===== src/rtl/mux6_rr_select_pkg.sv =====
// Shared types, constants and index helpers for the 6-source round-robin select logic.
package mux6_rr_select_pkg;

    localparam int NUM_SRC = 6;
    localparam int SEL_W   = 3;

    typedef enum logic {
        IDLE  = 1'b0,
        GRANT = 1'b1
    } state_t;

    localparam logic [SEL_W-1:0] MAX_SEL = 3'd5;

    // Next source index, wrapping 5 -> 0 so codes 6/7 never appear.
    function automatic logic [SEL_W-1:0] wrap_inc(input logic [SEL_W-1:0] s);
        return (s == MAX_SEL) ? '0 : s + 1'b1;
    endfunction

    // (a + b) mod NUM_SRC for a, b in 0..NUM_SRC-1.
    function automatic logic [SEL_W-1:0] add_mod(input logic [SEL_W-1:0] a,
                                                 input logic [SEL_W-1:0] b);
        logic [SEL_W:0] s;
        s = {1'b0, a} + {1'b0, b};
        if (s > {1'b0, MAX_SEL})
            s = s - (SEL_W+1)'(NUM_SRC);
        return s[SEL_W-1:0];
    endfunction

    function automatic logic [NUM_SRC-1:0] onehot(input logic [SEL_W-1:0] s);
        return NUM_SRC'(1) << s;
    endfunction

endpackage


===== src/rtl/mux6_rr_select_rr_pick6.sv =====
// Rotated priority search: first requesting source at ptr, ptr+1, ... mod 6.
// Latency: purely combinational.
// Backpressure: none; found=0 when no request is present.
module rr_pick6
    import mux6_rr_select_pkg::*;
(
    input  logic [NUM_SRC-1:0] req,
    input  logic [SEL_W-1:0]   ptr,
    output logic               found,
    output logic [SEL_W-1:0]   idx
);

    always_comb begin
        found = 1'b0;
        idx   = '0;
        for (int i = 0; i < NUM_SRC; i++) begin
            if (!found && req[add_mod(ptr, SEL_W'(i))]) begin
                found = 1'b1;
                idx   = add_mod(ptr, SEL_W'(i));
            end
        end
    end

endmodule


===== src/rtl/mux6_rr_select.sv =====
// Round-robin arbiter driving the registered 3-bit select of a 6:1 mux.
// Latency: grant appears one edge after a request is seen in IDLE.
// Backpressure: grant held until done, owner request drop, or watchdog expiry.
module mux6_rr_select
    import mux6_rr_select_pkg::*;
#(
    parameter int TIMEOUT = 16,
    parameter int CNT_W   = 5
) (
    input  logic               clk,
    input  logic               rst_n,
    input  logic [NUM_SRC-1:0] req,
    input  logic               done,
    output logic [SEL_W-1:0]   sel,
    output logic [NUM_SRC-1:0] grant,
    output logic               sel_valid,
    output logic               timeout
);

    localparam bit               WD_EN   = (TIMEOUT != 0);
    localparam logic [CNT_W-1:0] CNT_END = CNT_W'(WD_EN ? TIMEOUT - 1 : 0);

    state_t             state, state_nxt;
    logic [SEL_W-1:0]   ptr, ptr_nxt;
    logic [CNT_W-1:0]   cnt, cnt_nxt;
    logic [SEL_W-1:0]   sel_nxt;
    logic [NUM_SRC-1:0] grant_nxt;
    logic               sel_valid_nxt;
    logic               timeout_nxt;

    logic               pick_found;
    logic [SEL_W-1:0]   pick_idx;
    logic               owner_drop;
    logic               wd_expired;

    rr_pick6 u_pick (
        .req   (req),
        .ptr   (ptr),
        .found (pick_found),
        .idx   (pick_idx)
    );

    assign owner_drop = !req[sel];
    assign wd_expired = WD_EN && (cnt == CNT_END);

    always_comb begin
        state_nxt     = state;
        ptr_nxt       = ptr;
        cnt_nxt       = cnt;
        sel_nxt       = sel;
        grant_nxt     = grant;
        sel_valid_nxt = sel_valid;
        timeout_nxt   = 1'b0;

        unique case (state)
            IDLE: begin
                if (pick_found) begin
                    state_nxt     = GRANT;
                    sel_nxt       = pick_idx;
                    grant_nxt     = onehot(pick_idx);
                    sel_valid_nxt = 1'b1;
                    cnt_nxt       = '0;
                end
            end
            GRANT: begin
                if (done || owner_drop || wd_expired) begin
                    state_nxt     = IDLE;
                    sel_valid_nxt = 1'b0;
                    grant_nxt     = '0;
                    ptr_nxt       = wrap_inc(sel);
                    // Pulse only when the watchdog alone forced the release.
                    timeout_nxt   = wd_expired && !done && !owner_drop;
                end else if (cnt != {CNT_W{1'b1}}) begin
                    cnt_nxt = cnt + 1'b1;
                end
            end
            default: state_nxt = IDLE;
        endcase
    end

    always_ff @(posedge clk or negedge rst_n) begin
        if (!rst_n) begin
            state     <= IDLE;
            ptr       <= '0;
            cnt       <= '0;
            sel       <= '0;
            grant     <= '0;
            sel_valid <= 1'b0;
            timeout   <= 1'b0;
        end else begin
            state     <= state_nxt;
            ptr       <= ptr_nxt;
            cnt       <= cnt_nxt;
            sel       <= sel_nxt;
            grant     <= grant_nxt;
            sel_valid <= sel_valid_nxt;
            timeout   <= timeout_nxt;
        end
    end

endmodule


===== config.mk =====
export PLATFORM = sky130hd
export DESIGN_NAME = mux6_rr_select
export DESIGN_NICKNAME = d
export VERILOG_FILES = /design/src/rtl/mux6_rr_select_pkg.sv /design/src/rtl/mux6_rr_select_rr_pick6.sv /design/src/rtl/mux6_rr_select.sv
export SDC_FILE = /design/constraint.sdc
export NUM_CORES = 1
export LEC_CHECK = 0
export BUFFER_PORTS_ARGS = -buffer_cell sky130_fd_sc_hd__buf_2
export CAP_MARGIN = 20
export CORE_ASPECT_RATIO = 1.1
export CORE_MARGIN = 2
export CORE_UTILIZATION = 40
export DETAILED_ROUTE_END_ITERATION = 6
export PLACE_DENSITY_LB_ADDON = 0.3
export SETUP_SLACK_MARGIN = 0.5
export SLEW_MARGIN = 20
export SYNTH_ARGS = -nofsm -noshare
export SYNTH_HDL_FRONTEND = slang
export SYNTH_SLANG_ARGS = --single-unit

===== constraint.sdc =====
create_clock -name clk -period 9.4 [get_ports clk]
set_input_delay 1.88 -clock clk [delete_from_list [all_inputs] [get_ports clk]]
set_output_delay 1.88 -clock clk [all_outputs]
set_load 0.03 [all_outputs]

==> out/qor.yml <==
clock_skew_ns: 0.004696
grt_antenna_before_repair: 0
place.gp.congestion: 0.8114
clk_latency_ns: 0.26
finalCritPeriodShare_pct: 46.95
grt_pass1_wl_um: 7596
clk_pin_slew_ns: 0.08
synth_top_cell_by_area: "dfrtp_1"
timing.fmax_mhz: 226.6
hold_viol: 0
rsz0062_at_grt: "no"
wire_per_inst_um: 15.91
drtIter0Drc: 145
row_count: 26
syn-num-nets: 237
fp.dieH_um: 75.96
hold_buffers: 0
finalSetupViolations: 0
synthMuxAreaShare_pct: 10.96
synth_edf_count: 0
antennaDiodeCount: 0
post_cts_buffers: 0
hpwl_um: 3473
reg2reg_depth: 10
synth_compound_area_share_pct: 24.58
design.die.area_mm2: 0.005273
ys_warn_count: 0
hold_path.class: "register to register"
grt_pass1_vias: 1613
num-nets-final: 251
clock-sinks: 20
area_delta_synth_final_pct: 8.970
worstPathRequired_ns: 9.56
cts_buffer_depth: 2
synth_most_common_cell: "dfrtp_1"
drive_gt1_share_pct: 19.13
ioPinCount: 20
synth_flop_cell: "dfrtp_1"
synthCells: 217
worstMarginPinSlew_ns: 0.7860
initial_core_util_pct: 41.05
hold_depth: 1
synth_top_family_by_area: "compound AO/OA/AOI/OAI gates"
ff2ff_setup_slack_ns: 4.99
end_kind: "register"
fin_tns_setup_ns: 0
synth_area_leaders: "dfrtp_1 27%, ha_1 7.3%, mux2i_1 4.8%"
numCtsBuffers: 3
relSlewSlack_pct: 47.36
drc: 0
die_x_um: 69.42
ys_types: 57
wl_um: 4551
async_reset_ff_share_pct: 100.0
ys_top_cells_by_count: "20 x dfrtp_1, 16 x nand2_1, 14 x inv_1, 14 x nand3_1, 13 x a21oi_1"
gr-usage-all-layers_pct: 17.28
synth_seq_cells: 20
htreeDepth: 1
max_cap_viol_count: 0
status: "completed"
critPathLaunchType: "register"
drv_slew: 0
firstDrtPassIters: 4
tritoncts: "yes"
synth_xor_area_share_pct: 2.326
grt_start_max_net_pins: 21
synthAdderAreaFrac_pct: 7.309
critical_path_arrival_ns: 4.58
netlist_area_mm2: 0.001883
final_util_pct: 44.74
core_area_mm2: 0.004587
cts_root_buffer: "clkbuf_8"
grt_overflow: 0
yosys.area_share.simple_pct: 22.33
ant_nets: 0
syn_area_per_cell_um2: 8.678
via_per_inst: 5.738
yosysTopAreaCellShare_pct: 26.58
cts_resized: 0
worst-path-max-fanout: 18
critical_path_class: "register to register"
vias: 1641
io_buffer_count: 19
fin_crit_ns: 4.413
synth-seq-area-share_pct: 26.58
[layer usage]
layer | track usage, % | part of all wire, % | routed length, um | up-vias
li1 | - | - | - | 831
met1 | 24.13 | 48 | 2172 | 773
met2 | 28.46 | 47 | 2147 | 33
met3 | 3.191 | 4.4 | 200 | 4
met4 | 2.353 | 0.68 | 31 | 0
met5 | 0 | 0 | 0 | -
[registers in the layout, summed over array words and instances, names as in the netlist]
name / cells
ptr: 3
grant: 6
cnt: 5
sel: 3
state: 1
sel_valid: 1
timeout: 1
[path summary, 6_finish.rpt]
check | to | start
min in group asynchronous | grant[5] | rst_n
min | sel_valid | sel_valid
min reg2reg | sel_valid | sel_valid
max reg2reg | grant[3] | ptr[0]
max in group asynchronous | grant[3] | rst_n
max | grant[3] | ptr[0]
[per-stage QoR]
stage / setup slack [ns] / hold WS (ns) / instance area (um^2) / cells
after detailed placement: 4.870 / 0.4796 / 1997 / 282
final: 4.987 / 0.4955 / 2052 / 286
after global routing: 4.651 / 0.5144 / 2052 / 286
after CTS: 4.988 / 0.4994 / 2052 / 286
after global placement: 4.948 / 0.4841 / 1997 / 282
after floorplan: 5.148 / 0.4971 / 1883 / 217
[cells in the final DEF (no fill, tap or decap), types with 8 or more instances in the layout]
| cell | instances |
|---|---|
| buf_2 | 19 |
| dfrtp_1 | 20 |
| o21ai_0 | 9 |
| a21oi_1 | 13 |
| nand3_1 | 14 |
| mux2i_1 | 9 |
| inv_1 | 14 |
| nand2_1 | 16 |
| o31ai_1 | 8 |
| ha_1 | 11 |
| nor2_1 | 9 |
[layout make-up]
class / count / area [um^2]
Fill cell: 464 / 2535
Multi-Input combinational cell: 172 / 1271
Timing Repair Buffer: 20 / 102.6
Tap cell: 56 / 70.07
Clock buffer: 4 / 55.05
Sequential cell: 20 / 500.5
Inverter: 14 / 52.55
[worst max-delay path: stages (launching register included)]
cell,delay [ns]
dfrtp_1,0.84
inv_1,0.30
ha_1,0.56
and2_1,0.27
a221oi_4,0.38
mux2i_1,0.43
a221oi_4,0.15
and2_2,0.21
a31oi_1,0.57
nand3_2,0.28
o31ai_1,0.31
[cells by family (layout without fill, tap and decap cells)]
family / count (synthesis) / count (layout)
muxes: 17 / 17
AOI/OAI and AO/OA: 63 / 63
DFF: 20 / 20
buffers and inverters: 25 / 38
xor gates and xnor gates: 5 / 5
and+or+nand+nor: 76 / 76
adders and majority gates: 11 / 11
Power is not shown: default switching activity piles up to over one toggle a cycle in this logic, so the estimate is an artifact.
